<file path="src/rtl/bitty_fetch_ctrl.sv">
// bitty_fetch_ctrl: instruction sequencer for bitty_core.
// Walks pc through a synchronous-read instruction memory, latches each word,
// runs the core until a rising edge of done, and stops on HALT_INSTR, on a
// stop request, or on an EXEC watchdog timeout.
// Optional feature macro: BITTY_FETCH_TIMEOUT_EN (EXEC watchdog, sticky error).
module bitty_fetch_ctrl #(
   parameter int          ADDR_W         = 8,
   parameter logic [15:0] HALT_INSTR     = 16'hFFFF,
   parameter int          TIMEOUT_CYCLES = 16
) (
   input  logic              clk,
   input  logic              reset,
   input  logic              start,
   input  logic [ADDR_W-1:0] start_addr,
   input  logic              stop,
   output logic [ADDR_W-1:0] imem_addr,
   output logic              imem_rd_en,
   input  logic [15:0]       imem_rdata,
   output logic [15:0]       instruction,
   output logic              run,
   input  logic              done,
   output logic              busy,
   output logic              halted,
   output logic [ADDR_W-1:0] pc,
   output logic [15:0]       instr_count,
   output logic              error
);

   if (TIMEOUT_CYCLES < 1) begin : g_bad_timeout
      $error("TIMEOUT_CYCLES must be at least 1");
   end

   typedef enum logic [2:0] {
      S_IDLE   = 3'd0,
      S_FETCH  = 3'd1,
      S_LOAD   = 3'd2,
      S_EXEC   = 3'd3,
      S_HALTED = 3'd4
   } state_t;

   state_t state, state_nxt;

   logic done_q;
   logic done_rise;
   logic stop_pend;
   logic timeout;
   logic launch;

   // Only a 0->1 edge of done marks completion; a level left high from the
   // previous instruction must not retire the next one.
   assign done_rise = done & ~done_q;
   assign launch    = start & ((state == S_IDLE) | (state == S_HALTED));
   assign imem_addr = pc;

`ifdef BITTY_FETCH_TIMEOUT_EN
   localparam int TMO_W = $clog2(TIMEOUT_CYCLES + 1);
   logic [TMO_W-1:0] tmo_cnt;
   logic             error_q;

   // Watchdog counts EXEC cycles; it is held at zero outside EXEC so every
   // instruction starts from a fresh count.
   always_ff @(posedge clk or posedge reset) begin
      if (reset)                tmo_cnt <= '0;
      else if (state != S_EXEC) tmo_cnt <= '0;
      else                      tmo_cnt <= tmo_cnt + 1'b1;
   end

   // A completion in the last allowed cycle wins over the timeout.
   assign timeout = (state == S_EXEC) & ~done_rise &
                    (tmo_cnt == TMO_W'(TIMEOUT_CYCLES - 1));

   // Sticky timeout flag, cleared only by a new start.
   always_ff @(posedge clk or posedge reset) begin
      if (reset)        error_q <= 1'b0;
      else if (launch)  error_q <= 1'b0;
      else if (timeout) error_q <= 1'b1;
   end

   assign error = error_q;
`else
   assign timeout = 1'b0;
   assign error   = 1'b0;
`endif

   // State register.
   always_ff @(posedge clk or posedge reset) begin
      if (reset) state <= S_IDLE;
      else       state <= state_nxt;
   end

   // Next-state logic.
   always_comb begin
      state_nxt = state;
      case (state)
         S_IDLE, S_HALTED: if (start) state_nxt = S_FETCH;
         S_FETCH:          state_nxt = S_LOAD;
         S_LOAD: begin
            if (stop_pend)                    state_nxt = S_IDLE;
            else if (imem_rdata == HALT_INSTR) state_nxt = S_HALTED;
            else                              state_nxt = S_EXEC;
         end
         S_EXEC: begin
            if (done_rise)    state_nxt = (stop_pend | stop) ? S_IDLE : S_FETCH;
            else if (timeout) state_nxt = S_HALTED;
         end
         default:          state_nxt = S_IDLE;
      endcase
   end

   // Outputs; run drops combinationally on the completion (or timeout) cycle.
   always_comb begin
      imem_rd_en = (state == S_FETCH);
      run        = (state == S_EXEC) & ~done_rise & ~timeout;
      busy       = (state == S_FETCH) | (state == S_LOAD) | (state == S_EXEC);
      halted     = (state == S_HALTED);
   end

   // Datapath: pc, instruction latch, retire counter, stop latch, done delay.
   always_ff @(posedge clk or posedge reset) begin
      if (reset) begin
         pc          <= '0;
         instruction <= '0;
         instr_count <= '0;
         stop_pend   <= 1'b0;
         done_q      <= 1'b0;
      end else begin
         done_q <= done;
         case (state)
            S_IDLE, S_HALTED: begin
               if (start) begin
                  pc          <= start_addr;
                  instr_count <= '0;
                  stop_pend   <= 1'b0;
               end
            end
            S_FETCH: begin
               if (stop) stop_pend <= 1'b1;
            end
            S_LOAD: begin
               instruction <= imem_rdata;
               if (stop) stop_pend <= 1'b1;
            end
            S_EXEC: begin
               if (stop) stop_pend <= 1'b1;
               if (done_rise) begin
                  instr_count <= instr_count + 16'd1;
                  pc          <= pc + 1'b1;
               end
            end
            default: ;
         endcase
      end
   end

endmodule

</file>
<file path="config.mk">
export PLATFORM = sky130hd
export DESIGN_NAME = bitty_fetch_ctrl
export DESIGN_NICKNAME = d
export VERILOG_FILES = /design/src/rtl/bitty_fetch_ctrl.sv
export SDC_FILE = /design/constraint.sdc
export NUM_CORES = 1
export LEC_CHECK = 0
export ABC_CLOCK_PERIOD_IN_PS = 5040
export CORE_MARGIN = 3
export CORE_UTILIZATION = 35
export CTS_CLUSTER_SIZE = 10
export DETAILED_ROUTE_END_ITERATION = 12
export PLACE_DENSITY_LB_ADDON = 0.15
export SETUP_SLACK_MARGIN = 0.02
export SLEW_MARGIN = 20
export SYNTH_ARGS = -nofsm -noshare
export SYNTH_HDL_FRONTEND = slang
export SYNTH_SLANG_ARGS = --single-unit
</file>
<file path="constraint.sdc">
create_clock -name clk -period 5.04 [get_ports clk]
set_clock_uncertainty 0.05 [all_clocks]
set_input_delay 1.008 -clock clk [delete_from_list [all_inputs] [get_ports clk]]
set_output_delay 1.008 -clock clk [all_outputs]
set_load 0.1 [all_outputs]
</file>
==> results.txt <==
Run status -> finished clean
Number of buffer and inverter stages on the critical path -> 1
Final setup violation count -> 0
Master cell of the clock root buffer -> clkbuf_8
Area of the die -> 0.007456 mm2
Maximum clock frequency -> 291.4 MHz
Number of global-route vias before repair -> 1954
Data required, critical path -> 3.98 ns
Aggregate global routing overflow -> 0
Initial cell density of the core -> 37.07%
Postcts setup bufs -> 0
Number of levels the H-tree was split into -> 2
Most common library cell in the layout ignoring fill and taps -> clkdlybuf4s50_1
Setup repair after global routing missed its margin -> no
Count of clock tree sinks -> 45
Number of design rule violations left after detail routing -> 0
Number of synthesized register bits -> 45
Core footprint -> 0.006096 mm2
Final hold viol count -> 0
Number of I/O pins -> 82
Clock buffers created by TritonCTS -> 5
Crit path DAT -> 2.37 ns
Max-cap violation count -> 0
Post-synthesis instance area -> 0.002260 mm2
Largest net degree at the start of global routing -> 46
Global-route usage over all layers -> 15.15%
Antenna diode instance count -> 0
Setup slack after layout -> 1.608 ns
Total count of max-transition violations in the final report -> 0
Fraction of layout cells with a size suffix above 1 -> 10.45%
Most frequent cells in the layout -> clkdlybuf4s50_1 (79), dfrtp_1 (45), a21oi_1 (18), mux2_2 (17), o21ai_0 (15)
Dominant delay contributor by cell family on the critical path -> buffers and inverters
Detailed placer's ending HPWL -> 3.838 mm
Yosys top cell by area -> dfrtp_1
IO buf count -> 80
Total number of placement rows -> 28
Placed cell count -> 355
Number of cells in the finished layout apart from fillers -> 362
Synthesized area per cell -> 10.37 um2
Main flop type after synthesis -> dfrtp_1
Area delta synth->final -> 38.54%
Overall die width -> 86.35 um
Worst max-slew margin expressed relative to the limit -> 32.37%
First drt pass iteration count -> 4
TritonCTS clock tree -> yes
Slew at the pin with the worst max-slew slack -> 1.011 ns
Count of nets after finishing -> 318
Hold buffer count at CTS -> 0
Post-CTS sizing -> 0
Number of warnings issued by yosys -> 0
Cell-by-cell listing of the critical path -> nor3b_1 > clkdlybuf4s50_1
Critical Path Slowest Stage Cell -> clkdlybuf4s50_1
Worst skew pair latency -> 0.29 ns
Initial antenna violation count -> 0
Sum of negative setup slack -> 0 ns
Routed via count divided by cell count -> 5.318
Time the worst path needs with I/O delays and setup -> 3.432 ns
Vertical die dimension -> 86.35 um
Max Fanout on Critical Path -> 10
Drt first-iter violations -> 92
Worst Hold Class -> reg2reg
Kind of end point of the critical path -> output pin
Gate count of the mapped netlist -> 218
Yosys cell types -> 44
Total via count in the routed design -> 1925
Post-synth top area share -> 49.83%
Sequential area share after synthesis -> 49.83%
Place WS -> 1.683 ns
Antenna violation net count after detailed routing -> 0
Type of the worst setup path -> reg2out
Clock Tree Buf Depth -> 2
Routed WL per cell -> 14.94 um
Cell types occupying the most area after synthesis -> dfrtp_1 (50%), mux2_2 (8.5%), a21oi_1 (4.0%), buf_4 (3.3%), o21ai_0 (3.3%)
Clock transition time at the flip-flop clock pins of the worst setup and hold paths -> 0.08 ns
Fraction of synthesis flops using an asynchronous set or reset pin -> 100.0%
RePlAce Congestion -> 0.7737
Part of the cycle the worst path needs -> 68.09%
Net count after synthesis -> 249
Global-route wire length before repair -> 9.066 mm
Routed WL -> 5.410 mm
Largest stage delay on the critical path -> 1.22 ns
Number of synthesized flops with an enable pin -> 0
Nature of the critical path startpoint -> flop
synth_stat cells (3+ instances only):
master	number
a21oi_1	18
and3_1	3
and4_1	3
buf_4	10
clkbuf_1	5
dfrtp_1	45
mux2_2	17
nand2_1	13
nand2b_1	3
nand3_1	11
nand4_1	9
nor2_1	12
o21ai_0	15
o31ai_1	6
or3_1	5
or4_1	6
kinds of logic after synthesis:
kind of cell / count (synthesis) / share of synthesized area [%]
other: 1 / 0.1660
XOR/XNOR: 3 / 1.163
multiplexers: 18 / 8.915
AND/OR/NAND/NOR: 77 / 19.55
flip-flops: 45 / 49.83
buffers and inverters: 20 / 5.426
AO/OA/AOI/OAI: 52 / 13.84
adder cells (fa/ha/maj): 2 / 1.107
stage by stage:
step / utilization, % / hold slack [ns] / instance area, um2
CTS: 51.23 / 0.4595 / 3123
global placement: 49.82 / 0.4396 / 3037
floorplan: - / 0.4237 / 2260
finish: 51.35 / 0.4559 / 3131
global route: 51.35 / 0.4837 / 3131
detailed placement: 49.82 / 0.4447 / 3037
layer usage:
metal | vias up | GRT usage [%] | share of wire (%)
li1 | 933 | - | -
met1 | 924 | 19.05 | 44
met2 | 60 | 23.64 | 45
met3 | 8 | 6.084 | 9.2
met4 | 0 | 5.241 | 1.4
met5 | - | 0 | 0
final cells by class:
class	instances	area, um2
fillers	592	2965
flip-flops and latches	45	1126
multi-input cells	153	1018
repair buffers	80	798.3
well taps	75	93.84
clock buffers	7	86.33
inverters	2	7.507
final timing paths:
kind / from / to / slack, ns / cells past startpoint
max: state[0]$_DFFE_PP0P_ / imem_rd_en / 1.61 / 2
min: stop_pend$_DFFE_PP0P_ / state[1]$_DFFE_PP0P_ / 0.46 / 1
max reg2reg: state[0]$_DFFE_PP0P_ / instr_count[13]$_DFFE_PP0P_ / 2.79 / 4
min reg2reg: stop_pend$_DFFE_PP0P_ / state[1]$_DFFE_PP0P_ / 0.46 / 1
max in group asynchronous: reset / imem_addr[7]$_DFFE_PP0P_ / 3.16 / 2
min in group asynchronous: reset / instruction[0]$_DFFE_PP0P_ / 1.19 / 2
flip-flops by register name, summed over array words and instances (netlist names):
| name | count |
|---|---|
| stop_pend | 1 |
| instruction | 16 |
| done_q | 1 |
| instr_count | 16 |
| imem_addr | 8 |
| state | 3 |
Power is not shown: default switching activity piles up to over one toggle a cycle in this logic, so the estimate is an artifact.
